**config.mk**
```make
export PLATFORM = sky130hd
export DESIGN_NAME = ram_arbiter
export DESIGN_NICKNAME = d
export VERILOG_FILES = /design/src/rtl/shared_pkg.sv /design/src/rtl/rr_arbiter.sv /design/src/rtl/ram_arbiter.sv
export SDC_FILE = /design/constraint.sdc
export NUM_CORES = 1
export LEC_CHECK = 0
export CAP_MARGIN = 20
export CORE_AREA = 4 4 64 77
export CTS_CLUSTER_SIZE = 40
export DETAILED_ROUTE_END_ITERATION = 12
export DIE_AREA = 0 0 68 81
export GPL_TIMING_DRIVEN = 0
export HOLD_SLACK_MARGIN = 0.06
export PLACE_DENSITY_LB_ADDON = 0.12
export SYNTH_ARGS = -nofsm -noshare
export SYNTH_HDL_FRONTEND = slang
export SYNTH_SLANG_ARGS = --single-unit
```
**constraint.sdc**
```tcl
create_clock -name clk -period 4.05 [get_ports clk]
set_input_delay 1.0125 -clock clk [delete_from_list [all_inputs] [get_ports clk]]
set_output_delay 1.0125 -clock clk [all_outputs]
set_load 0.005 [all_outputs]
```
**src/rtl/shared_pkg.sv**
```systemverilog
// Shared types for the RAM command path: the RAM's two-phase opcode encoding
// and the arbiter sequencer states.
package shared_pkg;

  typedef enum logic [1:0] {
    WRITE_ADDR = 2'b00,
    WRITE_DATA = 2'b01,
    READ_ADDR  = 2'b10,
    READ_DATA  = 2'b11
  } op_e;

  typedef enum logic [2:0] {
    IDLE,
    ADDR,
    DATA,
    WAIT_RD,
    RESP
  } arb_state_e;

  localparam int CMD_W = 10;

  function automatic logic [CMD_W-1:0] mk_cmd(op_e op, logic [7:0] payload);
    return {op, payload};
  endfunction

endpackage

```
**src/rtl/rr_arbiter.sv**
```systemverilog
// Combinational round-robin pick: the search starts one past the last grant
// and wraps, so the most recently served requester has lowest priority.
module rr_arbiter #(
  parameter int N = 2
) (
  input  logic [N-1:0]         req,
  input  logic [$clog2(N)-1:0] last,
  output logic [N-1:0]         grant
);

  localparam int LW = $clog2(N);

  logic [LW-1:0] idx;
  logic          found;

  always_comb begin
    grant = '0;
    found = 1'b0;
    idx   = '0;
    for (int k = 1; k <= N; k++) begin
      idx = LW'((int'(last) + k) % N);
      if (!found && req[idx]) begin
        grant[idx] = 1'b1;
        found      = 1'b1;
      end
    end
  end

endmodule

```
**src/rtl/ram_arbiter.sv**
```systemverilog
// Shares the single-port RAM between NREQ requesters: round-robin accept, then
// sequence each transaction into the RAM's two-strobe command protocol.
module ram_arbiter
  import shared_pkg::*;
#(
  parameter int NREQ       = 2,
  parameter int RD_TIMEOUT = 16
) (
  input  logic              clk,
  input  logic              rst,
  input  logic [NREQ-1:0]   req_valid,
  input  logic [NREQ-1:0]   req_we,
  input  logic [NREQ*8-1:0] req_addr,
  input  logic [NREQ*8-1:0] req_wdata,
  output logic [NREQ-1:0]   req_ready,
  output logic [NREQ-1:0]   rsp_valid,
  output logic [7:0]        rsp_rdata,
  output logic              rsp_err,
  output logic              busy,
  output logic [9:0]        ram_din,
  output logic              ram_rx_valid,
  input  logic [7:0]        ram_dout,
  input  logic              ram_tx_valid
);

  localparam int LW = $clog2(NREQ);
  localparam int CW = $clog2(RD_TIMEOUT);

  arb_state_e    state;
  logic [LW-1:0] last;
  logic [LW-1:0] gsel;
  logic [LW-1:0] gidx;
  logic [NREQ-1:0] grant;
  logic          we_q;
  logic [7:0]    wdata_q;
  logic [CW-1:0] cnt;

  rr_arbiter #(.N(NREQ)) u_rr (
    .req   (req_valid),
    .last  (last),
    .grant (grant)
  );

  always_comb begin
    gidx = '0;
    for (int i = 0; i < NREQ; i++) begin
      if (grant[i]) gidx = LW'(i);
    end
  end

  assign req_ready = (state == IDLE && !rst) ? grant : '0;

  // The ram_* outputs are registered one edge ahead of the state they belong
  // to, so the ADDR command is issued on the acceptance edge itself.
  always_ff @(posedge clk) begin
    if (rst) begin
      state        <= IDLE;
      last         <= LW'(NREQ - 1);
      cnt          <= '0;
      ram_din      <= '0;
      ram_rx_valid <= 1'b0;
      rsp_valid    <= '0;
      rsp_rdata    <= '0;
      rsp_err      <= 1'b0;
      busy         <= 1'b0;
    end else begin
      ram_rx_valid <= 1'b0;
      rsp_valid    <= '0;
      case (state)
        IDLE: begin
          if (|req_ready) begin
            gsel         <= gidx;
            last         <= gidx;
            we_q         <= req_we[gidx];
            wdata_q      <= req_wdata[int'(gidx)*8 +: 8];
            ram_din      <= mk_cmd(req_we[gidx] ? WRITE_ADDR : READ_ADDR,
                                   req_addr[int'(gidx)*8 +: 8]);
            ram_rx_valid <= 1'b1;
            busy         <= 1'b1;
            state        <= ADDR;
          end
        end
        ADDR: begin
          ram_din      <= we_q ? mk_cmd(WRITE_DATA, wdata_q) : mk_cmd(READ_DATA, 8'h00);
          ram_rx_valid <= 1'b1;
          state        <= DATA;
        end
        DATA: begin
          if (we_q) begin
            rsp_valid[gsel] <= 1'b1;
            rsp_rdata       <= 8'h00;
            rsp_err         <= 1'b0;
            state           <= RESP;
          end else begin
            cnt   <= '0;
            state <= WAIT_RD;
          end
        end
        WAIT_RD: begin
          if (ram_tx_valid) begin
            rsp_valid[gsel] <= 1'b1;
            rsp_rdata       <= ram_dout;
            rsp_err         <= 1'b0;
            state           <= RESP;
          end else if (cnt == CW'(RD_TIMEOUT - 1)) begin
            rsp_valid[gsel] <= 1'b1;
            rsp_rdata       <= 8'h00;
            rsp_err         <= 1'b1;
            state           <= RESP;
          end else begin
            cnt <= cnt + CW'(1);
          end
        end
        RESP: begin
          busy  <= 1'b0;
          state <= IDLE;
        end
        default: begin
          busy  <= 1'b0;
          state <= IDLE;
        end
      endcase
    end
  end

endmodule
```
==> impl_metrics.toml, run 1 <==
[run_status]
outcome = "finished, final reports clean"

[synth]
synth_top_family_by_area = "simple AND/OR/NAND/NOR gates"
yosys_warnings = 0
synthAdderAreaFrac_pct = 0.687
synth_xor_area_share_pct = 0
synth-edff-count = 10
muxShareOfSynthArea_pct = 2.27
netlist_area_um2 = 1820
synth-compound-area-share_pct = 21.1
synth_cell_types = 43
synth.avg_cell_area_um2 = 9.24
syn_inst = 197
yosysTopAreaCell = "dfxtp_1"
ys_top_cells_by_area = "dfxtp_1 (34%), edfxtp_1 (16%), nand2_1 (11%), a22o_1 (3.8%), a31oi_1 (3.4%)"
synth_common_cells = "nand2_1 (51), dfxtp_1 (31), a31oi_1 (10), edfxtp_1 (10)"
synth_seq_cells = 41
synth_top_cell_area_share_pct = 34.1
synth-async-reset-ratio_pct = 0
synth_fp_nets = 245
seq_area_frac_synth_pct = 50.6
synth_ff_type = "dfxtp_1"
yosysMostFrequentCell = "nand2_1"
synthSimpleGateAreaFrac_pct = 21.6

[final_layout]
final_area_um2 = 2680
drive_above_1_share_pct = 6.55
fin_nets = 322
fillers = 371
multiInputGateArea_um2 = 831
antennaDiodeCount = 0
seqCellArea_um2 = 921
syn_to_final_growth_pct = 47.4

[placement]
dp_hpwl_um = 3530
globalplace.congestion = 0.815
place_ws_ns = -0.0714
portBuffers = 71
placement.cell_area_um2 = 2600

[sta]
max_freq_ghz = 0.260
setup_tns_ns = 0
slew_violations = 0
tightest_slew_ns = 0.929
finalSetupViolCount = 0
min_period_ns = 3.84
post-route-period-util_pct = 94.8
max_slew_margin_pct = 37.9
hold_viol_final = 0
whs_ns = 0.423
worst_slack_ns = 0.209
rsz0062_at_grt = "no"
finClkSkew_ns = 0.00679

[clocking]
clk_pin_slew_ns = 0.08
clkLatencyLatePin_ns = 0.29
cts_tree = "yes"
cts_sinks = 41
numCtsBuffers = 5
cts_max_path_buffers = 2
post_cts_resized = 0
root_buffer = "clkbuf_8"
cts_htree_levels = 2
ctsHoldBuffers = 0

[power]
seq_power_share_pct = 49.9
finalPower_uw = 946
p_clk_share_pct = 27.6
p_sw_share_pct = 27.1
power.switching_uw = 257
power_density_nw_per_um2 = 353
power_leakage_nw = 1.04
peakVddDrop_mv = 0.199
pwr-share-comb_pct = 22.5
p_int_uw = 689

[routing]
drcViolationCount = 0
wl_per_cell_um = 14.1
antenna_left = 0
vias_per_cell = 5.26
drt_first_pass_iters = 4
first_iter_violations = 67
routed_wl_um = 4670
via_count = 1740

[setup_path]
worst_ep_arrival_time_ns = 2.83
cpPeakStageDelay_ns = 0.57
cp_cell_sequence = "clkdlybuf4s50_1, a21bo_2, buf_2, nor4_1, clkdlybuf4s50_1"
slowest_stage = "clkdlybuf4s50_1"
worstPathMaxFanout = 19
critPathRequiredTime_ns = 3.04
cp_common_cell = "clkdlybuf4s50_1"
critPathLaunchType = "input port"
end_kind = "primary output"
crit_type = "input port to primary output"

[global_route]
grt_pass1_vias = 1707
globalRouteTotalUtil_pct = 17.8
grt_max_degree = 20
grt.overflow.total = 0
antenna_found_initial = 0
grt_pass1_wl_um = 7490

[floorplanning]
die_x_um = 68
coreArea_um2 = 4230
rows = 26
die_h_um = 81
initial_core_util_pct = 43.0
die_area_um2 = 5510
ios = 72

[hold_path]
worstHoldPathType = "register to register"

[job]
drv_cap = 0
critical path, delay by kind of cell:
family	cells	cell delay, ns
and+or+nand+nor	1	0.26
AOI/OAI and AO/OA	1	0.24
buffers and inverters	3	1.32
metal layers:
metal	vias to the layer above	routed length, um	global-route usage, %
li1	859	-	-
met1	814	1830	17.6
met2	57	2370	32.7
met3	10	361	5.67
met4	0	96	8.55
met5	-	0	0
cells in the final DEF (no fill, tap or decap), types with 2 or more instances in the layout:
| cell | count |
|---|---|
| a21o_1 | 8 |
| a21oi_1 | 7 |
| a22o_1 | 8 |
| a22oi_1 | 8 |
| a31oi_1 | 10 |
| and3_1 | 4 |
| buf_1 | 2 |
| buf_6 | 2 |
| clkbuf_1 | 5 |
| clkbuf_8 | 5 |
| clkdlybuf4s50_1 | 71 |
| clkinv_2 | 2 |
| dfxtp_1 | 31 |
| edfxtp_1 | 10 |
| inv_1 | 2 |
| mux2i_1 | 3 |
| nand2_1 | 51 |
| nand2b_1 | 2 |
| nand3b_1 | 3 |
| nor2_1 | 6 |
| nor2b_1 | 2 |
| nor3_1 | 2 |
| nor3b_1 | 2 |
| o21ai_0 | 5 |
| or3b_2 | 2 |
flip-flops by register name, indices dropped and copies added, names as in the netlist:
signal	flops
rsp_valid	2
rsp_err	1
we_q	1
ram_din	10
last	1
busy	1
wdata_q	8
gsel	1
cnt	4
ram_rx_valid	1
state	3
rsp_rdata	8
power groups by stage:
stage / clock (mW) / sequential (mW) / combinational [mW]
finish: 0.261 / 0.472 / 0.213
global route: 0.287 / 0.476 / 0.233
CTS: 0.269 / 0.472 / 0.216
detailed placement: 0 / 0.481 / 0.215
global placement: 0 / 0.481 / 0.214
floorplan: 0 / 0.479 / 0.104
path summary, 6_finish.rpt:
check        slack [ns]  cells after the start           end    startpoint
max                0.21                      5  req_ready[1]  req_valid[1]
min                0.42                      1  rsp_valid[0]          gsel
max reg2reg        2.01                      5    wdata_q[6]      state[2]
min reg2reg        0.42                      1  rsp_valid[0]          gsel
logic make-up after synthesis:
kind of cell    count (synthesis)
mux                             4
buf+inv                        14
simple gates                   83
fa+ha+maj                       1
compound gates                 54
flops                          41
stage by stage:
stage / utilization, % / cells
after CTS: 63.4 / 331
after detailed placement: 61.5 / 324
after global placement: 61.5 / 324
after floorplan: - / 197
final: 63.4 / 331
after global routing: 63.4 / 331
repair_timing:
action	CTS	global route
hold endpoints to repair	0	0
setup buffers	0	0
setup endpoints to repair	2	0
area by class of cell:
class	count	share of cell area, %
clock buffer	5	2.57
inverter	3	0.420
buffer	10	2.01
timing repair buffer	71	26.5
clock inverter	3	0.606
multi-input combinational	142	31.0
sequential	41	34.3
tap	56	2.61
(Power assumes the default switching activity.)
==> run 2, diff against run 1 <==
Settings changed: CAP_MARGIN 20 to 10, CELL_PAD_IN_SITES_DETAIL_PLACEMENT set to 1, CELL_PAD_IN_SITES_GLOBAL_PLACEMENT set to 1, CORE_AREA 4 4 64 77 to 4 4 79 81, DIE_AREA 0 0 68 81 to 0 0 83 85.
==> run 2 against run 1 <==
Net effect: via count rose by 0.75%; total power rose by 0.33%; first-iteration DRC count rose by 1.5%; clock-buffer cell count rose by 1; global-route usage shrank 2.3 points; critical endpoint unchanged; largest power group unchanged.
==> impl_metrics.toml, run 2 (synthesis gave the netlist of run 1 again) <==
[global_route]
grt_pass1_vias = 1788
grt_pass1_wl_um = 8830
globalRouteTotalUtil_pct = 15.6
grt_max_degree = 20
antenna_found_initial = 0
grt.overflow.total = 0

[setup_path]
end_kind = "primary output"
regToRegSetupSlack_ns = 2.04
cpPeakStageDelay_ns = 0.55
slowest_stage = "clkdlybuf4s50_1"
critPathLaunchType = "input port"
critPathRequiredTime_ns = 3.04
cp_cell_sequence = "clkdlybuf4s50_1, a21bo_2, buf_2, nor4_1, clkdlybuf4s50_1"
cp_common_cell = "clkdlybuf4s50_1"
worstPathMaxFanout = 19
crit_cells = 5
critPathBufInv = 3
rr_worst_depth = 5
worst_ep_arrival_time_ns = 2.87
reg2reg_to = "wdata_q[4]"
cp_top_family = "buffers and inverters"
crit_type = "input port to primary output"
r2r_start = "state[2]"

[final_layout]
reg_top3 = "ram_din x10, rsp_rdata x8, wdata_q x8"
layout_commonest_cell = "clkdlybuf4s50_1"
top_register = "ram_din"
final_util_pct = 49.3
antennaDiodeCount = 0
most-common-layout-cells = "clkdlybuf4s50_1 (71), nand2_1 (51), dfxtp_1 (31)"
syn_to_final_growth_pct = 48.3
fin_nets = 322
largest_reg_flops = 10
drive_above_1_share_pct = 6.18

[power]
peakVddDrop_mv = 0.186
power_density_nw_per_um2 = 352
power_leakage_nw = 1.03
finalPower_uw = 949

[clocking]
cts_max_path_buffers = 2
numCtsBuffers = 5
root_buffer = "clkbuf_8"
post_cts_buffers = 0
cts_sinks = 41
clkLatencyLatePin_ns = 0.29
cts_tree = "yes"
clk_pin_slew_ns = 0.08
cts_htree_levels = 2

[routing]
routed_wl_um = 5380
via_count = 1753
drt_first_pass_iters = 4
drcViolationCount = 0
vias_per_cell = 5.05
antenna_left = 0
wl_per_cell_um = 15.5
first_iter_violations = 68

[sta]
max_slew_margin_pct = 37.0
post-route-period-util_pct = 95.7
rsz0062_at_grt = "no"
min_period_ns = 3.88
tightest_slew_ns = 0.943
finalSetupViolCount = 0
hold_viol_final = 0
slew_violations = 0
max_freq_ghz = 0.258
finClkSkew_ns = 0.00614
worst_slack_ns = 0.172

[floorplanning]
die_h_um = 85
coreArea_um2 = 5470
rows = 27
initial_core_util_pct = 33.3
die_area_um2 = 7060
die_x_um = 83
ios = 72

[hold_path]
worstHoldPathType = "register to register"
worstHoldEndpoint = "rsp_valid[0]"
min_from = "gsel"
whs_path_depth = 1

[job]
drv_cap = 0

[placement]
place_ws_ns = -0.188
globalplace.congestion = 0.719
dp_hpwl_um = 4140
portBuffers = 71

[run_status]
outcome = "finished, final reports clean"
[run 2: cell count changes in the layout (fill, tap and decap cells not counted), sizes merged]
cell / previous run / this run
inv: 3 / 2
clkbuf: 10 / 11
[run 2: layer usage]
metal | vias to the layer above | routed length (um) | GRT usage [%]
li1 | 860 | - | -
met1 | 824 | 2570 | 19.8
met2 | 60 | 2360 | 25.1
met3 | 9 | 351 | 4.76
met4 | 0 | 90 | 5.05
met5 | - | 0 | 0
[run 2: worst max-delay path by stage]
stage	start	to	slack, ns
CTS	req_valid[1]	req_ready[1]	0.12
global route	req_valid[1]	req_ready[1]	0.03
global placement	req_valid[0]	req_ready[0]	-0.14
detailed placement	req_valid[0]	req_ready[0]	-0.19
floorplan	req_valid[1]	req_ready[0]	1.17
finish	req_valid[1]	req_ready[1]	0.17
[run 2: area by class of cell]
cell class,instances,area (um2)
timing repair buffer,71,711
buffer,10,53.8
clock buffer,6,72.6
sequential,41,921
multi-input combinational,142,831
inverter,3,11.3
fill,660,2770
tap,72,90.1
clock inverter,2,10.0
[run 2: report_power, final]
group | leakage (nW) | switching (mW) | internal [mW]
Combinational | 0.641 | 0.101 | 0.116
Sequential | 0.347 | 0.0194 | 0.454
Clock | 0.0450 | 0.139 | 0.120
[run 2: stage by stage]
stage / std cells / hold WS (ns) / setup TNS, ns / area [um2]
2_1_floorplan: 197 / 0.401 / 0 / 1820
6_report: 347 / 0.441 / 0 / 2700
3_5_place_dp: 340 / 0.423 / -0.323 / 2620
3_3_place_gp: 340 / 0.431 / -0.267 / 2620
4_1_cts: 347 / 0.444 / 0 / 2700
5_1_grt: 347 / 0.460 / 0 / 2700
[run 2: repair_timing]
| action | 4_1_cts | 5_1_grt |
|---|---|---|
| resized for setup | 0 | 0 |
| hold buffers | 0 | 0 |
| setup endpoints to repair | 2 | 0 |
==> run 3, diff against run 2 <==
Settings changed: TNS_END_PERCENT set to 50.
==> results of run 3 <==
The final DEF is identical to that of run 2; final timing and power are the same.
==> edit 1, RTL diff (flow settings as in run 3) <==
Change the parameter `RD_TIMEOUT` from 16 to 32.
--- a/src/rtl/ram_arbiter.sv
+++ b/src/rtl/ram_arbiter.sv
@@ -6,3 +6,3 @@
   parameter int NREQ       = 2,
-  parameter int RD_TIMEOUT = 16
+  parameter int RD_TIMEOUT = 32
 ) (
Check against the original RTL: same outputs for any inputs over 10 cycles, from zero or initial values and one cycle with rst high; that may be too few to reach the edited logic, so the function may still have changed.
==> edit 1 against run 3 <==
  * Register-to-register slack gained 120 ps
  * Final area grew 1.5%
  * Worst setup slack lost 32 ps
  * Count of clock-buffer cells in the layout is the same
  * Critical path depth grew 1
  * Wire length shrank 6.0%
  * Sequential cell count grew 1
  * Die area is the same
  * Hold slack gained 9.2 ps
  * Core utilization grew 0.75 points
  * Sequential share of layout area grew 0.22 points
  * Area after synthesis grew 0.96%
  * Synthesized cell count shrank 14%
  * Total power grew 9.9%
==> edit 1: results <==
{
  "drt-initial-drc-count": 94,
  "setup_viol_count_final": 0,
  "grt.total_usage": 0.152,
  "use_met2": 0.242,
  "ctsResizeCount": 0,
  "postSynth.topFlopCell": "sky130_fd_sc_hd__dfxtp_1",
  "worstHoldPathType": "reg -> reg",
  "nNetsFinal": 298,
  "dr.pass1.iters": 4,
  "outcome": "complete, no violations",
  "clk-insertion-delay-late_ps": 290,
  "cellLeakagePower_nw": 1.00,
  "first_global_vias": 1700,
  "largest_net_degree_at_the_start_of_global_routing": 14,
  "vdd_drop_max_mv": 0.166,
  "place_congestion": 0.672,
  "synth_common_cells": "32 x sky130_fd_sc_hd__dfxtp_1, 21 x sky130_fd_sc_hd__nor2_1, 17 x sky130_fd_sc_hd__mux2_2, 12 x sky130_fd_sc_hd__nor3_1, 10 x sky130_fd_sc_hd__edfxtp_1",
  "worst_clock_skew_ps": 4.45,
  "vias_per_cell": 4.94,
  "grt.met3_usage": 0.0388,
  "postSynthNetCount": 219,
  "finalWirelength_um": 5060,
  "critical_path_peak_fanout": 10,
  "post_synth_num_cell_types": 39,
  "num_cts_buffers": 5,
  "cell_types_occupying_the_most_area_after_synthesis": "sky130_fd_sc_hd__dfxtp_1 35%, sky130_fd_sc_hd__edfxtp_1 16%, sky130_fd_sc_hd__mux2_2 10%",
  "cell_internal_pwr_mw": 0.751,
  "grt_first_pass_wirelength_um": 8600,
  "root_buffer": "sky130_fd_sc_hd__clkbuf_8",
  "critical_path_arrival_ps": 2900,
  "synth.yosys.seq_area_share": 0.512,
  "clock_tree_buf_depth": 2,
  "hpwl_um": 3930,
  "top_regs": "ram_din: 10 flops, rsp_rdata: 8 flops, wdata_q: 8 flops",
  "slew-limit-headroom": 0.606,
  "dpl_cell_area_um2": 2650,
  "final_layout_size_suffix_gt1_frac": 0.156,
  "gr-usage-met1": 0.206,
  "timing.max_cap.violations": 0
}
## edit 1: cell count changes in the layout (fill, tap and decap cells not counted), sizes merged, moves of 9 or more
cell | run 3 | this run
nand2 | 51 | 6
mux2 | 1 | 18
a221oi | 0 | 9
a31oi | 10 | 0
nor3 | 2 | 12
nor2 | 6 | 22
## edit 1: power groups by stage
stage | sequential, mW | combinational [mW] | clock, mW
6_report | 0.499 | 0.287 | 0.257
5_1_grt | 0.504 | 0.318 | 0.287
4_1_cts | 0.499 | 0.290 | 0.267
3_5_place_dp | 0.509 | 0.288 | 0
3_3_place_gp | 0.508 | 0.281 | 0
2_1_floorplan | 0.506 | 0.143 | 0
## edit 1: per-layer routing
metal,wire length (µm),part of all wire
met4,42,0.0083
met1,2320,0.46
met2,2410,0.48
met3,285,0.056
met5,0,0
## edit 1: final timing paths
check / cells after the start / startpoint / to / slack, ps
setup / recovery: 6 / req_valid[1] / req_ready[1] / 140
hold / removal: 1 / gsel / rsp_valid[0] / 450
setup reg to reg: 4 / state[2] / wdata_q[6] / 2160
hold reg to reg: 1 / gsel / rsp_valid[0] / 450
## edit 1: final cells by class
cell class	instances	area (µm²)
buffer	10	58.8
clock buffer	6	72.6
clock inverter	2	10.0
fill	646	2730
inverter	2	7.51
multi-input combinational	116	843
sequential	42	941
tap	72	90.1
timing repair buffer	72	718
## edit 1: logic make-up after synthesis
logic type / share of synthesized area
simple gates: 0.167
flops: 0.512
compound gates: 0.146
mux: 0.116
buf+inv: 0.0361
xor+xnor: 0.00953
fa+ha+maj: 0.0136
## edit 1: metrics by stage
stage / instances / power, mW / setup slack (ps)
3_5_place_dp: 314 / 0.797 / 51.9
2_1_floorplan: 170 / 0.649 / 1220
3_3_place_gp: 313 / 0.789 / 36.6
4_1_cts: 322 / 1.06 / 53.9
6_report: 322 / 1.04 / 140
5_1_grt: 322 / 1.11 / 11.6
## edit 1: worst register-to-register path: cells and delay by family, from the launching register on
kind          cells  cell delay [ps]
simple gates      2              780
buf+inv           2              440
flops             1              370
==> edit 2, RTL diff (settings of run 3) <==
Made on the original files. Register the output `rsp_err` once more, with the module's reset; this adds one clock of latency there. The other outputs are not delayed to match.
--- a/src/rtl/ram_arbiter.sv
+++ b/src/rtl/ram_arbiter.sv
@@ -27,2 +27,4 @@
   localparam int CW = $clog2(RD_TIMEOUT);
+
+  logic rsp_err_s0;
 
@@ -63,3 +65,3 @@
       rsp_rdata    <= '0;
-      rsp_err      <= 1'b0;
+      rsp_err_s0   <= 1'b0;
       busy         <= 1'b0;
@@ -91,3 +93,3 @@
             rsp_rdata       <= 8'h00;
-            rsp_err         <= 1'b0;
+            rsp_err_s0      <= 1'b0;
             state           <= RESP;
@@ -102,3 +104,3 @@
             rsp_rdata       <= ram_dout;
-            rsp_err         <= 1'b0;
+            rsp_err_s0      <= 1'b0;
             state           <= RESP;
@@ -107,3 +109,3 @@
             rsp_rdata       <= 8'h00;
-            rsp_err         <= 1'b1;
+            rsp_err_s0      <= 1'b1;
             state           <= RESP;
@@ -125,2 +127,10 @@
 
+  always_ff @(posedge clk) begin
+    if (rst) begin
+      rsp_err <= '0;
+    end else begin
+      rsp_err <= rsp_err_s0;
+    end
+  end
+
 endmodule
Check against the original RTL: same outputs for any inputs over 10 cycles, from zero or initial values and one cycle with rst high; that may be too few to reach the edited logic, so the function may still have changed.
==> edit 2 against run 3 <==
  * Sequential cell count rose by 1
  * Area after synthesis rose by 1.0%
  * Total power rose by 7.7%
  * Final area rose by 1.0%
  * Non-clock buffer count fell by 1
  * Hold slack improved by 25 ps
  * Synthesized cell count fell by 13%
  * Worst setup slack improved by 92 ps
  * Wire length fell by 9.9%
  * Via count fell by 7.5%
  * Critical path type unchanged
  * Critical endpoint unchanged
==> edit 2: results <==
{
  "dpl_worst_slack_ps": 4.69,
  "cell_internal_pwr_mw": 0.729,
  "vdd_drop_max_mv": 0.180,
  "dpl_cell_area_um2": 2640,
  "largest_net_degree_at_the_start_of_global_routing": 20,
  "power.share.clock": 0.281,
  "cell_types_occupying_the_most_area_after_synthesis": "sky130_fd_sc_hd__dfxtp_1 35%, sky130_fd_sc_hd__edfxtp_1 16%, sky130_fd_sc_hd__mux2_1 4.9%",
  "layout.comb_gates.multi_input": 118,
  "pwr-share-seq": 0.480,
  "worst_path_largest_cell_delay_ps": 500,
  "cellLeakagePower_nw": 0.979,
  "grt.total_usage": 0.138,
  "place_congestion": 0.752,
  "synth-compound-area-share": 0.188,
  "nNetsFinal": 297,
  "clock_sinks": 42,
  "final_layout_size_suffix_gt1_frac": 0.116,
  "p_sw_frac": 0.287,
  "grt_first_pass_wirelength_um": 8040,
  "outcome": "complete, no violations",
  "worst_clock_skew_ps": 7.87,
  "first_global_vias": 1713,
  "hpwl_um": 3720,
  "dr_total_vias": 1621,
  "yosysWarnings": 0,
  "bufAreaShareNonClock": 0.277,
  "post_synth_num_cell_types": 45,
  "nonClockInverterCount": 2,
  "layout.cells.non_filler": 322,
  "synth_adder_area_share": 0.00680,
  "dr.pass1.iters": 2,
  "post_synth.cell_area_avg_um2": 10.7,
  "postSynthNetCount": 220,
  "synth.yosys.seq_area_share": 0.512,
  "slew-limit-headroom": 0.633,
  "synth_common_cells": "32 x sky130_fd_sc_hd__dfxtp_1, 22 x sky130_fd_sc_hd__nand2_1, 10 x sky130_fd_sc_hd__edfxtp_1, 9 x sky130_fd_sc_hd__a31oi_1",
  "critical_path_arrival_ps": 2770,
  "nonClockBufferCount": 80,
  "layout.cell_area.non_filler_um2": 2730,
  "layout.clock.cell_area_share": 0.0339
}
[edit 2: cell types whose count changed after synthesis, moves of 3 or more]
cell and change:
sky130_fd_sc_hd__nand2_1 -29, sky130_fd_sc_hd__a21o_1 -8, sky130_fd_sc_hd__mux2_1 +8, sky130_fd_sc_hd__mux2_2 +7
sky130_fd_sc_hd__o21ai_0 -5, sky130_fd_sc_hd__buf_2 +3, sky130_fd_sc_hd__nand3b_1 -3
[edit 2: routing by layer]
layer / vias to the layer above / part of all wire / GRT usage
met5: - / 0 / 0
met4: 0 / 0.012 / 0.0446
met3: 8 / 0.064 / 0.0447
met2: 40 / 0.50 / 0.250
met1: 779 / 0.42 / 0.152
li1: 794 / - / -
[edit 2: worst paths after layout]
check                           slack [ps]          from      endpoint
worst max-delay path                   260  req_valid[1]  req_ready[1]
worst min-delay path                   470          gsel  rsp_valid[0]
worst max register to register        2350        cnt[0]  rsp_rdata[5]
worst min register to register         470          gsel  rsp_valid[0]
